[src/rtl/tmds_rgb_encoder.sv]
// DVI 1.0 TMDS encoder: three 8b/10b lanes with independent running disparity.
// Blue carries HSYNC/VSYNC during blanking; fixed two-clock latency, no handshake.

module tmds_lane_enc (
  input  logic       clk_i,
  input  logic       rst_i,
  input  logic [7:0] d_i,
  input  logic       de_i,   // aligned with stage 1
  input  logic [1:0] ctl_i,  // aligned with stage 1
  output logic [9:0] tmds_o
);

  function automatic logic [3:0] ones8(input logic [7:0] v);
    logic [3:0] n;
    n = '0;
    for (int i = 0; i < 8; i++) n = n + {3'b000, v[i]};
    return n;
  endfunction

  logic [3:0] n1_d;
  logic       use_xnor;
  logic [8:0] qm_d, qm_q;
  logic [3:0] n1q_q;

  // Stage 1: transition-minimising chain
  always_comb begin
    n1_d     = ones8(d_i);
    use_xnor = (n1_d > 4'd4) || (n1_d == 4'd4 && !d_i[0]);
    qm_d     = '0;
    qm_d[0]  = d_i[0];
    for (int i = 1; i < 8; i++)
      qm_d[i] = use_xnor ? ~(qm_d[i-1] ^ d_i[i]) : (qm_d[i-1] ^ d_i[i]);
    qm_d[8]  = ~use_xnor;
  end

  always_ff @(posedge clk_i or posedge rst_i) begin
    if (rst_i) begin
      qm_q  <= '0;
      n1q_q <= '0;
    end else begin
      qm_q  <= qm_d;
      n1q_q <= ones8(qm_d[7:0]);
    end
  end

  logic signed [4:0] cnt_q, cnt_d;
  logic signed [5:0] disp, cnt_x, sum;
  logic [9:0]        tmds_d;
  logic              q8;
  logic [7:0]        qd;

  // Stage 2: DC balancing; disp = N1q - N0q, computed one bit wider than cnt
  always_comb begin
    q8     = qm_q[8];
    qd     = qm_q[7:0];
    disp   = $signed({1'b0, n1q_q, 1'b0}) - 6'sd8;
    cnt_x  = {cnt_q[4], cnt_q};
    sum    = '0;
    tmds_d = 10'b1101010100;
    if (!de_i) begin
      case (ctl_i)
        2'b00:   tmds_d = 10'b1101010100;
        2'b01:   tmds_d = 10'b0010101011;
        2'b10:   tmds_d = 10'b0101010100;
        default: tmds_d = 10'b1010101011;
      endcase
    end else if (cnt_q == 5'sd0 || n1q_q == 4'd4) begin
      tmds_d = {~q8, q8, q8 ? qd : ~qd};
      sum    = q8 ? (cnt_x + disp) : (cnt_x - disp);
    end else if ((!cnt_q[4] && n1q_q > 4'd4) || (cnt_q[4] && n1q_q < 4'd4)) begin
      tmds_d = {1'b1, q8, ~qd};
      sum    = cnt_x + (q8 ? 6'sd2 : 6'sd0) - disp;
    end else begin
      tmds_d = {1'b0, q8, qd};
      sum    = cnt_x + disp - (q8 ? 6'sd0 : 6'sd2);
    end
    cnt_d = sum[4:0];
  end

  always_ff @(posedge clk_i or posedge rst_i) begin
    if (rst_i) begin
      cnt_q  <= '0;
      tmds_o <= 10'h354;
    end else begin
      cnt_q  <= cnt_d;
      tmds_o <= tmds_d;
    end
  end

endmodule

module tmds_rgb_encoder #(
  parameter logic HS_INV = 1'b0,
  parameter logic VS_INV = 1'b0
) (
  input  logic       clk_i,
  input  logic       rst_i,
  input  logic [7:0] red_i,
  input  logic [7:0] green_i,
  input  logic [7:0] blue_i,
  input  logic       px_valid_i,
  input  logic       h_sync_i,
  input  logic       v_sync_i,
  output logic [9:0] tmds_red_o,
  output logic [9:0] tmds_green_o,
  output logic [9:0] tmds_blue_o
);

  localparam int NUM_LANES = 3;

  logic [NUM_LANES-1:0][7:0] lane_d;
  logic [NUM_LANES-1:0][1:0] lane_c, lane_c_q;
  logic [NUM_LANES-1:0][9:0] lane_q;
  logic                      de_q;

  // Lane 0 = blue (sync carrier), 1 = green, 2 = red
  assign lane_d = {red_i, green_i, blue_i};
  assign lane_c = {2'b00, 2'b00, {v_sync_i ^ VS_INV, h_sync_i ^ HS_INV}};

  always_ff @(posedge clk_i or posedge rst_i) begin
    if (rst_i) begin
      de_q     <= 1'b0;
      lane_c_q <= '0;
    end else begin
      de_q     <= px_valid_i;
      lane_c_q <= lane_c;
    end
  end

  generate
    for (genvar l = 0; l < NUM_LANES; l++) begin : g_lane
      tmds_lane_enc u_enc (
        .clk_i  (clk_i),
        .rst_i  (rst_i),
        .d_i    (lane_d[l]),
        .de_i   (de_q),
        .ctl_i  (lane_c_q[l]),
        .tmds_o (lane_q[l])
      );
    end
  endgenerate

  assign tmds_blue_o  = lane_q[0];
  assign tmds_green_o = lane_q[1];
  assign tmds_red_o   = lane_q[2];

endmodule

[config.mk]
export PLATFORM = sky130hd
export DESIGN_NAME = tmds_rgb_encoder
export DESIGN_NICKNAME = d
export VERILOG_FILES = /design/src/rtl/tmds_rgb_encoder.sv
export SDC_FILE = /design/constraint.sdc
export NUM_CORES = 1
export LEC_CHECK = 0
export CORE_AREA = 2 2 118 120
export DETAILED_ROUTE_END_ITERATION = 12
export DIE_AREA = 0 0 120 122
export GPL_TIMING_DRIVEN = 0
export PLACE_DENSITY = 0.61
export SLEW_MARGIN = 0
export SYNTH_ARGS = -nofsm -noshare
export SYNTH_HDL_FRONTEND = slang
export SYNTH_SLANG_ARGS = --single-unit
[constraint.sdc]
create_clock -name clk_i -period 3.4 [get_ports clk_i]
set_input_delay 0.34 -clock clk_i [delete_from_list [all_inputs] [get_ports clk_i]]
set_output_delay 0.34 -clock clk_i [all_outputs]
set_load 0.01 [all_outputs]
==> flow_summary_export.csv <==
group,metric,value,unit
clock_tree,htreeDepth,3,
drt,post_drt_wl_per_cell,14.3,um
floorplan,ios,59,
clock_tree,hold_buffers,0,
power_and_ir_drop,swShare,0.421,
timing,skew,4.74,ps
yosys,syn_area,5870,um^2
power_and_ir_drop,vdd_ir_drop_max,0.709,mV
power_and_ir_drop,leakagePower,3.41,nW
floorplan,core,13500,um^2
drt,drc_errors,0,
power_and_ir_drop,p_clk_frac,0.123,
final_layout,area_growth,25.5,%
run,cap_violations,0,
global_route,gr-total-overflow,0,
global_route,grt_pass1_vias,4241,
final_layout,final_layout_size_suffix_gt1_frac,0.176,
drt,ant_nets,0,
critical_path,start_kind,"input pin",
worst_hold_path,hold_path.class,"in2reg",
yosys,ys_ff_latch,84,
critical_path,worstPathRequired,3640,ps
run_status,violations,"negative setup slack",
clock_tree,clock_latency,340,ps
power_and_ir_drop,combinationalPowerShare,0.662,
final_layout,diodes,0,
timing,rsz0062_at_grt,"yes",
yosys,ys.flop_type,"dfrtp_1",
critical_path,crit_path_max_incr_delay,530,ps
clock_tree,clock_path_buffers,2,
power_and_ir_drop,p_switching,3.47,mW
floorplan,dieArea,14600,um^2
yosys,syn-num-nets,680,
timing,fin_crit_sh,1.55,
clock_tree,cts_tree,"built",
critical_path,crit_slowest_cell,"fa_2",
power_and_ir_drop,power.internal,4.77,mW
placement,hpwl,8990,um
placement,gp_congestion,0.844,
clock_tree,cts_made_buffers,9,
critical_path,crit_chain,"buf_8 -> ha_4 -> inv_2 -> fa_1 -> fa_1 -> inv_2 -> fa_2 -> fa_1 -> nor3b_4 -> o21ai_2 -> a21oi_4 -> xnor2_2 -> ha_1 -> inv_2 -> fa_1 -> inv_2 -> fa_1 -> inv_1 -> fa_2 -> fa_2 -> inv_1",
clock_tree,clockRootBuffer,"clkbuf_16",
critical_path,cp_common_cell,"fa_1",
critical_path,crit_type,"in2reg",
floorplan,floorplan.initialDensity,0.435,
final_layout,num-nets-final,770,
yosys,synth_cell_type_count,49,
timing,setup_violations,12,
final_layout,finalInstanceArea,7370,um^2
global_route,track_usage,0.177,
yosys,syn_avg_cell_area,10.7,um^2
placement,port_buffers,58,
floorplan,fp-row-count,43,
final_layout,mostFrequentLayoutCell,"inv_1",
floorplan,fp.dieH,122,um
yosys,yosysSeqAreaShare,0.361,
yosys,async_flop_share,1.00,
yosys,synthCells,548,
timing,relSlewSlack,0.536,
yosys,yosysWarnings,0,
timing,fin_crit,5260,ps
final_layout,layout_common_cells,"85 x inv_1, 69 x dfrtp_1, 61 x ha_1, 59 x xnor2_1, 46 x clkdlybuf4s50_1",
power_and_ir_drop,sequentialPowerShare,0.215,
drt,vias,3935,
drt,wirelength,11800,um
power_and_ir_drop,power,8.24,mW
drt,drtIter0Drc,194,
clock_tree,cts_sinks,84,
drt,dr.pass1.iters,4,
global_route,antenna_found_initial,0,
power_and_ir_drop,powerDensity,1120,nW/um^2
critical_path,cp_num_buf_inv,7,
global_route,grt_pass1_wl,20100,um
clock_tree,clkSlewWorstSetupHoldPaths,60,ps
floorplan,die_w,120,um
global_route,grt_max_degree,76,
timing,finalMaxSlewViolations,0,
drt,via_per_inst,4.78,
critical_path,critPathArrivalTime,5500,ps
critical_path,crit_family,"adder cells",
timing,fin_ws,-1860,ps
timing,worst_slew_pin_slew,696,ps
yosys,synth_edf_count,0,
critical_path,path_max_fanout,3,
placement,dpl_cell_area,6800,um^2
timing,timing.fmax,190,MHz
timing,finalHoldViolCount,0,
critical_path,cp-end-kind,"register",
run_status,run_status,"finished with violations",
==> cell type report <==
class	count	area [um^2]
clock buffer	11	253
timing repair buffer	79	773
multi-input combinational	353	3500
buffer	12	61.3
fill	1200	6130
clock inverter	5	60.1
sequential	84	2120
inverter	99	377
tap	180	225
==> logic make-up after synthesis <==
logic type	synth area share
buf+inv	0.0737
simple gates	0.0812
fa+ha+maj	0.269
mux	0.0113
compound gates	0.0756
flops	0.361
xor+xnor	0.128
==> cell usage after synthesis (2+ instances only) <==
cell type   n  area share
o21a_1      9       0.012
a21oi_2     2      0.0030
dfrtp_1    69        0.29
clkbuf_1    8      0.0051
xnor2_2     2      0.0055
a211oi_1    5      0.0064
xnor2_1    63       0.094
xor2_1     19       0.028
or2_2       2      0.0021
nor2b_1    11       0.012
mux2_1      2      0.0038
and3_1      3      0.0032
a21oi_1    26       0.022
o211ai_1    5      0.0064
nor2_1     28       0.018
inv_1      98       0.063
nand2_1    18       0.012
o21ai_1     2      0.0017
nand2b_1    2      0.0021
a211o_1     4      0.0060
fa_1       39        0.13
o21ai_0     8      0.0068
ha_1       64        0.14
o31ai_1     3      0.0038
nand3_1     6      0.0051
buf_4       2      0.0026
nor4_1      2      0.0021
or4_1       2      0.0026
dfstp_2    15       0.067
nor3b_1     8       0.010
nor3_1      3      0.0026
==> per-layer routing <==
metal  GRT usage  share of wire
met3      0.0538          0.051
met1       0.208           0.41
met4      0.0390         0.0096
met2       0.319           0.53
met5           0              0
==> timing repair <==
action	CTS	global route
gates resized for setup	58	9
endpoints found under the setup margin	25	17
cloned	0	0
pin swaps	22	23
buffers inserted	31	9
==> flip-flops by register name (all words and copies together), names as in the netlist <==
name	flops
de_q	1
lane_c_q	2
g_lane.u_enc.qm_q	27
g_lane.u_enc.tmds_o	30
g_lane.u_enc.cnt_q	12
g_lane.u_enc.n1q_q	12
==> power groups by stage <==
| stage | Sequential [mW] | Clock (mW) | Combinational, mW |
|---|---|---|---|
| 2_1_floorplan | 1.79 | 0 | 3.94 |
| 3_3_place_gp | 1.79 | 0 | 5.03 |
| 3_5_place_dp | 1.79 | 0 | 5.22 |
| 4_1_cts | 1.78 | 1.04 | 5.41 |
| 5_1_grt | 1.82 | 1.08 | 6.17 |
| 6_report | 1.77 | 1.01 | 5.45 |
==> path summary, 6_finish.rpt <==
kind,startpoint,end,slack [ps],depth (start not counted)
worst max-delay path,green_i[0],g_lane[1].u_enc.n1q_q[1],-1860,21
worst min-delay path,blue_i[0],g_lane[0].u_enc.qm_q[0],220,2
worst max register to register,g_lane[2].u_enc.qm_q[8],g_lane[2].u_enc.cnt_q[4],520,10
worst min register to register,g_lane[2].u_enc.qm_q[4],g_lane[2].u_enc.tmds_o[4],500,2
max in group asynchronous,rst_i,g_lane[1].u_enc.tmds_o[4],2520,3
min in group asynchronous,rst_i,g_lane[0].u_enc.cnt_q[1],250,2
==> metrics by stage <==
stage	std cells	worst slack, ps	hold slack, ps	utilization	setup TNS, ps
4_1_cts	816	-2080	108	0.540	-19650
5_1_grt	823	-2000	199	0.546	-20750
2_1_floorplan	548	-2000	371	-	-20560
3_5_place_dp	787	-2930	480	0.504	-39280
3_3_place_gp	786	-2840	471	0.501	-63210
6_report	823	-1860	217	0.546	-18840
No activity file was read; power rests on OpenSTA's default activity.
